--- src/rtl/multicycle_control.sv ---
// Main control FSM for the multicycle MIPS-subset core: sequences each instruction
// through fetch/decode/execute/memory/writeback and drives datapath selects and strobes.
module multicycle_control (
    input  logic       clk,
    input  logic       rst,
    input  logic [5:0] Op,
    input  logic       MemReady,
    input  logic       Zero,
    output logic [2:0] UCon,
    output logic       ALUSrcA,
    output logic [1:0] ALUSrcB,
    output logic [1:0] PCSource,
    output logic       PCWrite,
    output logic       PCWriteCond,
    output logic       IorD,
    output logic       MemRead,
    output logic       MemWrite,
    output logic       IRWrite,
    output logic       RegWrite,
    output logic       RegDst,
    output logic       MemtoReg,
    output logic       BadOp,
    output logic       Done,
    output logic [3:0] State
);

    localparam logic [5:0] OP_R    = 6'b000000;
    localparam logic [5:0] OP_LW   = 6'b100011;
    localparam logic [5:0] OP_SW   = 6'b101011;
    localparam logic [5:0] OP_BEQ  = 6'b000100;
    localparam logic [5:0] OP_J    = 6'b000010;
    localparam logic [5:0] OP_ADDI = 6'b001000;
    localparam logic [5:0] OP_ANDI = 6'b001100;
    localparam logic [5:0] OP_ORI  = 6'b001101;
    localparam logic [5:0] OP_SLTI = 6'b001010;

    typedef enum logic [3:0] {
        FETCH  = 4'd0,
        DECODE = 4'd1,
        MEMADR = 4'd2,
        MEMRD  = 4'd3,
        MEMWB  = 4'd4,
        MEMWR  = 4'd5,
        EXEC   = 4'd6,
        ALUWB  = 4'd7,
        BRANCH = 4'd8,
        IEXEC  = 4'd9,
        IWB    = 4'd10,
        JUMP   = 4'd11
    } state_t;

    state_t     state, state_next;
    logic [2:0] imm_code, imm_code_next;
    logic       bad_op, bad_op_next;

    // Zero is applied in the datapath through PCWriteCond; the FSM never branches on it.
    logic unused_zero;
    assign unused_zero = Zero;

    always_ff @(posedge clk) begin
        if (rst) begin
            state    <= FETCH;
            imm_code <= '0;
            bad_op   <= 1'b0;
        end else begin
            state  <= state_next;
            bad_op <= bad_op_next;
            if (state == DECODE)
                imm_code <= imm_code_next;
        end
    end

    always_comb begin
        state_next    = FETCH;
        bad_op_next   = 1'b0;
        imm_code_next = 3'b000;
        case (Op)
            OP_ADDI: imm_code_next = 3'b011;
            OP_ANDI: imm_code_next = 3'b100;
            OP_ORI:  imm_code_next = 3'b101;
            OP_SLTI: imm_code_next = 3'b110;
            default: imm_code_next = 3'b000;
        endcase
        case (state)
            FETCH:  state_next = MemReady ? DECODE : FETCH;
            DECODE: begin
                case (Op)
                    OP_LW, OP_SW:                     state_next = MEMADR;
                    OP_R:                             state_next = EXEC;
                    OP_BEQ:                           state_next = BRANCH;
                    OP_ADDI, OP_ANDI, OP_ORI, OP_SLTI: state_next = IEXEC;
                    OP_J:                             state_next = JUMP;
                    default: begin
                        state_next  = FETCH;
                        bad_op_next = 1'b1;
                    end
                endcase
            end
            MEMADR: state_next = (Op == OP_SW) ? MEMWR : MEMRD;
            MEMRD:  state_next = MemReady ? MEMWB : MEMRD;
            MEMWB:  state_next = FETCH;
            MEMWR:  state_next = MemReady ? FETCH : MEMWR;
            EXEC:   state_next = ALUWB;
            ALUWB:  state_next = FETCH;
            BRANCH: state_next = FETCH;
            IEXEC:  state_next = IWB;
            IWB:    state_next = FETCH;
            JUMP:   state_next = FETCH;
            default: state_next = FETCH;
        endcase
    end

    always_comb begin
        UCon        = 3'b000;
        ALUSrcA     = 1'b0;
        ALUSrcB     = 2'b00;
        PCSource    = 2'b00;
        PCWrite     = 1'b0;
        PCWriteCond = 1'b0;
        IorD        = 1'b0;
        MemRead     = 1'b0;
        MemWrite    = 1'b0;
        IRWrite     = 1'b0;
        RegWrite    = 1'b0;
        RegDst      = 1'b0;
        MemtoReg    = 1'b0;
        Done        = 1'b0;
        BadOp       = bad_op;
        State       = state;
        case (state)
            FETCH: begin
                MemRead = 1'b1;
                ALUSrcB = 2'b01;
                IRWrite = MemReady;
                PCWrite = MemReady;
            end
            DECODE: ALUSrcB = 2'b11;
            MEMADR: begin
                ALUSrcA = 1'b1;
                ALUSrcB = 2'b10;
            end
            MEMRD: begin
                IorD    = 1'b1;
                MemRead = 1'b1;
            end
            MEMWB: begin
                MemtoReg = 1'b1;
                RegWrite = 1'b1;
                Done     = 1'b1;
            end
            MEMWR: begin
                IorD     = 1'b1;
                MemWrite = 1'b1;
                Done     = MemReady;
            end
            EXEC: begin
                ALUSrcA = 1'b1;
                UCon    = 3'b010;
            end
            ALUWB: begin
                RegDst   = 1'b1;
                RegWrite = 1'b1;
                Done     = 1'b1;
            end
            BRANCH: begin
                ALUSrcA     = 1'b1;
                UCon        = 3'b001;
                PCSource    = 2'b01;
                PCWriteCond = 1'b1;
                Done        = 1'b1;
            end
            IEXEC: begin
                ALUSrcA = 1'b1;
                ALUSrcB = 2'b10;
                UCon    = imm_code;
            end
            IWB: begin
                UCon     = imm_code;
                RegWrite = 1'b1;
                Done     = 1'b1;
            end
            JUMP: begin
                PCSource = 2'b10;
                PCWrite  = 1'b1;
                Done     = 1'b1;
            end
            default: ;
        endcase
        // Reset silences every output, including the debug state and the registered BadOp.
        if (rst) begin
            UCon        = '0;
            ALUSrcA     = 1'b0;
            ALUSrcB     = '0;
            PCSource    = '0;
            PCWrite     = 1'b0;
            PCWriteCond = 1'b0;
            IorD        = 1'b0;
            MemRead     = 1'b0;
            MemWrite    = 1'b0;
            IRWrite     = 1'b0;
            RegWrite    = 1'b0;
            RegDst      = 1'b0;
            MemtoReg    = 1'b0;
            Done        = 1'b0;
            BadOp       = 1'b0;
            State       = '0;
        end
    end

endmodule

--- config.mk ---
export PLATFORM = sky130hd
export DESIGN_NAME = multicycle_control
export DESIGN_NICKNAME = d
export VERILOG_FILES = /design/src/rtl/multicycle_control.sv
export SDC_FILE = /design/constraint.sdc
export NUM_CORES = 1
export LEC_CHECK = 0
export CAP_MARGIN = 0
export CORE_UTILIZATION = 45
export DETAILED_ROUTE_END_ITERATION = 7
export GPL_TIMING_DRIVEN = 0
export PLACE_DENSITY = 0.88
export SYNTH_ARGS = -nofsm -noshare
export SYNTH_HDL_FRONTEND = slang
export SYNTH_SLANG_ARGS = --single-unit
--- constraint.sdc ---
create_clock -name clk -period 3.6 [get_ports clk]
set_input_delay 0.72 -clock clk [delete_from_list [all_inputs] [get_ports clk]]
set_output_delay 0.72 -clock clk [all_outputs]
set_load 0.1 [all_outputs]
==> qor.txt <==
Cell Area, Synth - 804.5 µm²
Register area share after synthesis - 0.1991
Largest stage delay on the critical path - 0.93 ns
Fillers - 121
DRC violations left - 1
Layout cell share with drive strength beyond 1 - 0.1342
Initial Util - 0.5047
Comb pwr share - 0.378
Slack of the critical path - 0.1047 ns
Critical Path Source Type - input pin
Mean post-synth cell area - 6.936 µm²
Worst relative slew slack - 0.3313
Switching Power - 108.5 µW
Vias - 1016
Distinct cells, synth - 40
Post-Synth XOR/XNOR Area - 0.02177
R2R Setup Slk - 2.00 ns
TritonCTS clock tree - yes
Clk Latency, worst-skew pair - 0.26 ns
Syn_nets - 126
Die Span Y - 44.28 µm
Postcts setup bufs - 0
Area growth syn-to-layout - 50.23%
Int Power - 157.9 µW
Initial antenna violation count - 0
Commonest non-fill, non-tap cell in the layout - nor2_1
Hpwl dp - 1887 µm
Arrival time at the worst endpoint - 2.78 ns
Post-route clock period utilization - 0.9709
Critical Path End Type - output pin
Placement Setup Slack - -0.1612 ns
Dpl cell area - 0.001172 mm²
Row cnt - 14
Root Buffer - clkbuf_4
Initial DRC Count - 33
Maxcap violations - 0
Grt ovf - 0
Die area - 0.001961 mm²
Max VDD drop - 0.1224 mV
Core area - 0.001594 mm²
Vias in the first global route - 896
Utilization after layout - 0.7582
Power per cell area - 220.4 mW/mm²
Main combinational cell family by area after synthesis - simple AND/OR/NAND/NOR gates
Worst slew pin tran - 1.007 ns
Reg clk slew, reported paths - 0.06 ns
Worst-path cell chain - clkdlybuf4s50_1, clkbuf_1, nor4b_2, dlygate4sd2_1
Inst Count DP - 170
Gate Count Post-Synth - 116
CTS Buffer Depth - 2
Max Slew Vio Count - 0
First-pass GRT wire length - 4002 µm
Sw frac - 0.4073
Final Hold Fails - 0
I/O pin total - 33
Hold WC Path Type - flop to flop
Final std cells w/o fill - 173
Failing checks - design-rule violations
Status - finished with violations
Gpl congestion - 0.8227
Post-synthesis mux area share - 0.03888
Synthesized flop and latch total - 8
TritonCTS Sinks - 8
Ys Warns - 0
WL per Instance - 13.86 µm
Critical path required time - 2.88 ns
Via density - 5.873
Drt total wl - 2398 µm
CP Max Fanout - 10
Final setup skew - 0.005689 ns
Detailed Routing Iterations Pass 1 - 6
Die W - 44.28 µm
Port buffer count - 30
# H-tree levels - 1
Synth Area in Adders - 0
Sequential group share of total power - 0.344
RSZ-0062 raised after global routing - no
Lkg Pwr - 0.6041 nW
Final net count - 161
Diode count - 0
WS Path Type - input pin to output pin
Synth Area in Compound Gates - 0.2286
GRT Total Usage - 0.2710
Largest net degree at the start of global routing - 11
Endpoints failing setup - 0
Worst path slowest cell - dlygate4sd2_1
Clk network pwr share - 0.279
Inserted Clock Buffers - 3
Simple-Gate Fraction of Synth Area - 0.4308
Max frequency - 286.1 MHz
Final instance area - 0.001209 mm²
Most frequent cells in the layout - nor2_1, clkdlybuf4s50_1, dlymetal6s2s_1, dfxtp_1
Routed Antenna Nets - 0
Post-layout minimum cycle time - 3.495 ns
==> final timing paths <==
| path | from | endpoint | depth (start not counted) |
|---|---|---|---|
| worst min register to register | imm_code[1] | imm_code[1] | 2 |
| worst max-delay path | rst | UCon[2] | 4 |
| worst max register to register | state[1] | imm_code[2] | 5 |
| worst min-delay path | imm_code[1] | imm_code[1] | 2 |
==> cell usage after synthesis <==
cell | n | area, µm²
and3_1 | 4 | 25.02
a311oi_1 | 1 | 8.760
a311oi_2 | 1 | 15.01
or2_1 | 3 | 18.77
nand2b_1 | 6 | 37.54
a21o_1 | 2 | 15.01
o32a_1 | 1 | 10.01
or4b_4 | 1 | 13.76
xor2_1 | 2 | 17.52
o31ai_1 | 1 | 7.510
and4_1 | 1 | 8.760
nor3_2 | 1 | 10.01
a211oi_1 | 1 | 7.510
nor4b_4 | 1 | 23.77
a21oi_1 | 7 | 35.03
buf_4 | 1 | 7.510
nand3_1 | 5 | 25.02
nor2b_1 | 2 | 12.51
o21ai_1 | 2 | 10.01
a32oi_1 | 1 | 8.760
clkbuf_1 | 6 | 22.52
nor4_1 | 4 | 25.02
a21boi_0 | 1 | 7.510
mux2i_1 | 2 | 20.02
nor4b_1 | 2 | 17.52
o21ai_0 | 3 | 15.01
a31oi_1 | 1 | 6.260
dfxtp_1 | 8 | 160.2
buf_2 | 1 | 5.000
nand2_1 | 3 | 11.26
a22oi_1 | 3 | 22.52
inv_1 | 2 | 7.510
buf_6 | 1 | 11.26
buf_1 | 1 | 3.750
mux2_2 | 1 | 11.26
o211ai_1 | 1 | 7.510
nor2_1 | 22 | 82.58
o21a_1 | 1 | 7.510
inv_2 | 2 | 7.510
nor3_1 | 7 | 35.03
==> worst max-delay path: cells and delay by family <==
kind	cells	cell delay (ns)
buf+inv	3	1.70
simple gates	1	0.35
==> sequential cells by signal (all words and copies together), names as in the netlist <==
| register | count |
|---|---|
| state | 4 |
| bad_op | 1 |
| imm_code | 3 |
==> layer usage <==
metal | track usage | vias to the layer above | wire, µm
met5 | 0 | - | 0
li1 | - | 492 | -
met2 | 0.4118 | 58 | 1113
met1 | 0.3672 | 460 | 1009
met4 | 0.09091 | 0 | 52
met3 | 0.07755 | 6 | 222
==> power groups by stage <==
stage	logic [mW]	clock network [mW]	registers [mW]
6_report	0.101	0.0743	0.0915
3_5_place_dp	0.101	0	0.0934
3_3_place_gp	0.0990	0	0.0934
5_1_grt	0.107	0.0802	0.0916
4_1_cts	0.100	0.0737	0.0915
2_1_floorplan	0.0714	0	0.0931
==> cell families after synthesis <==
family,after synthesis
compound gates,27
mux,3
buf+inv,14
flops,8
simple gates,62
xor+xnor,2
==> repair_timing <==
item | in CTS | in global routing
endpoints found under the setup margin | 7 | 9
resized for setup | 7 | 9
hold buffers | 0 | 0
==> stage by stage <==
step	hold WS, ns	TNS, ns	total power [mW]
after floorplan	0.4684	-0.3412	0.1644
final	0.5196	0	0.2664
after CTS	0.5229	0	0.2656
after global routing	0.5559	0	0.2787
after global placement	0.5021	-0.2106	0.1924
after detailed placement	0.5078	-0.4185	0.1940
==> final cells by class <==
cell class / count / area [µm²] / share of cell area
buffer: 10 / 50.05 / 0.04141
clock buffer: 3 / 22.52 / 0.01863
inverter: 4 / 15.01 / 0.01242
multi-input combinational: 94 / 616.8 / 0.5104
sequential: 8 / 160.2 / 0.1325
tap: 24 / 30.03 / 0.02484
timing repair buffer: 30 / 314.1 / 0.2598
(Power assumes the default switching activity.)
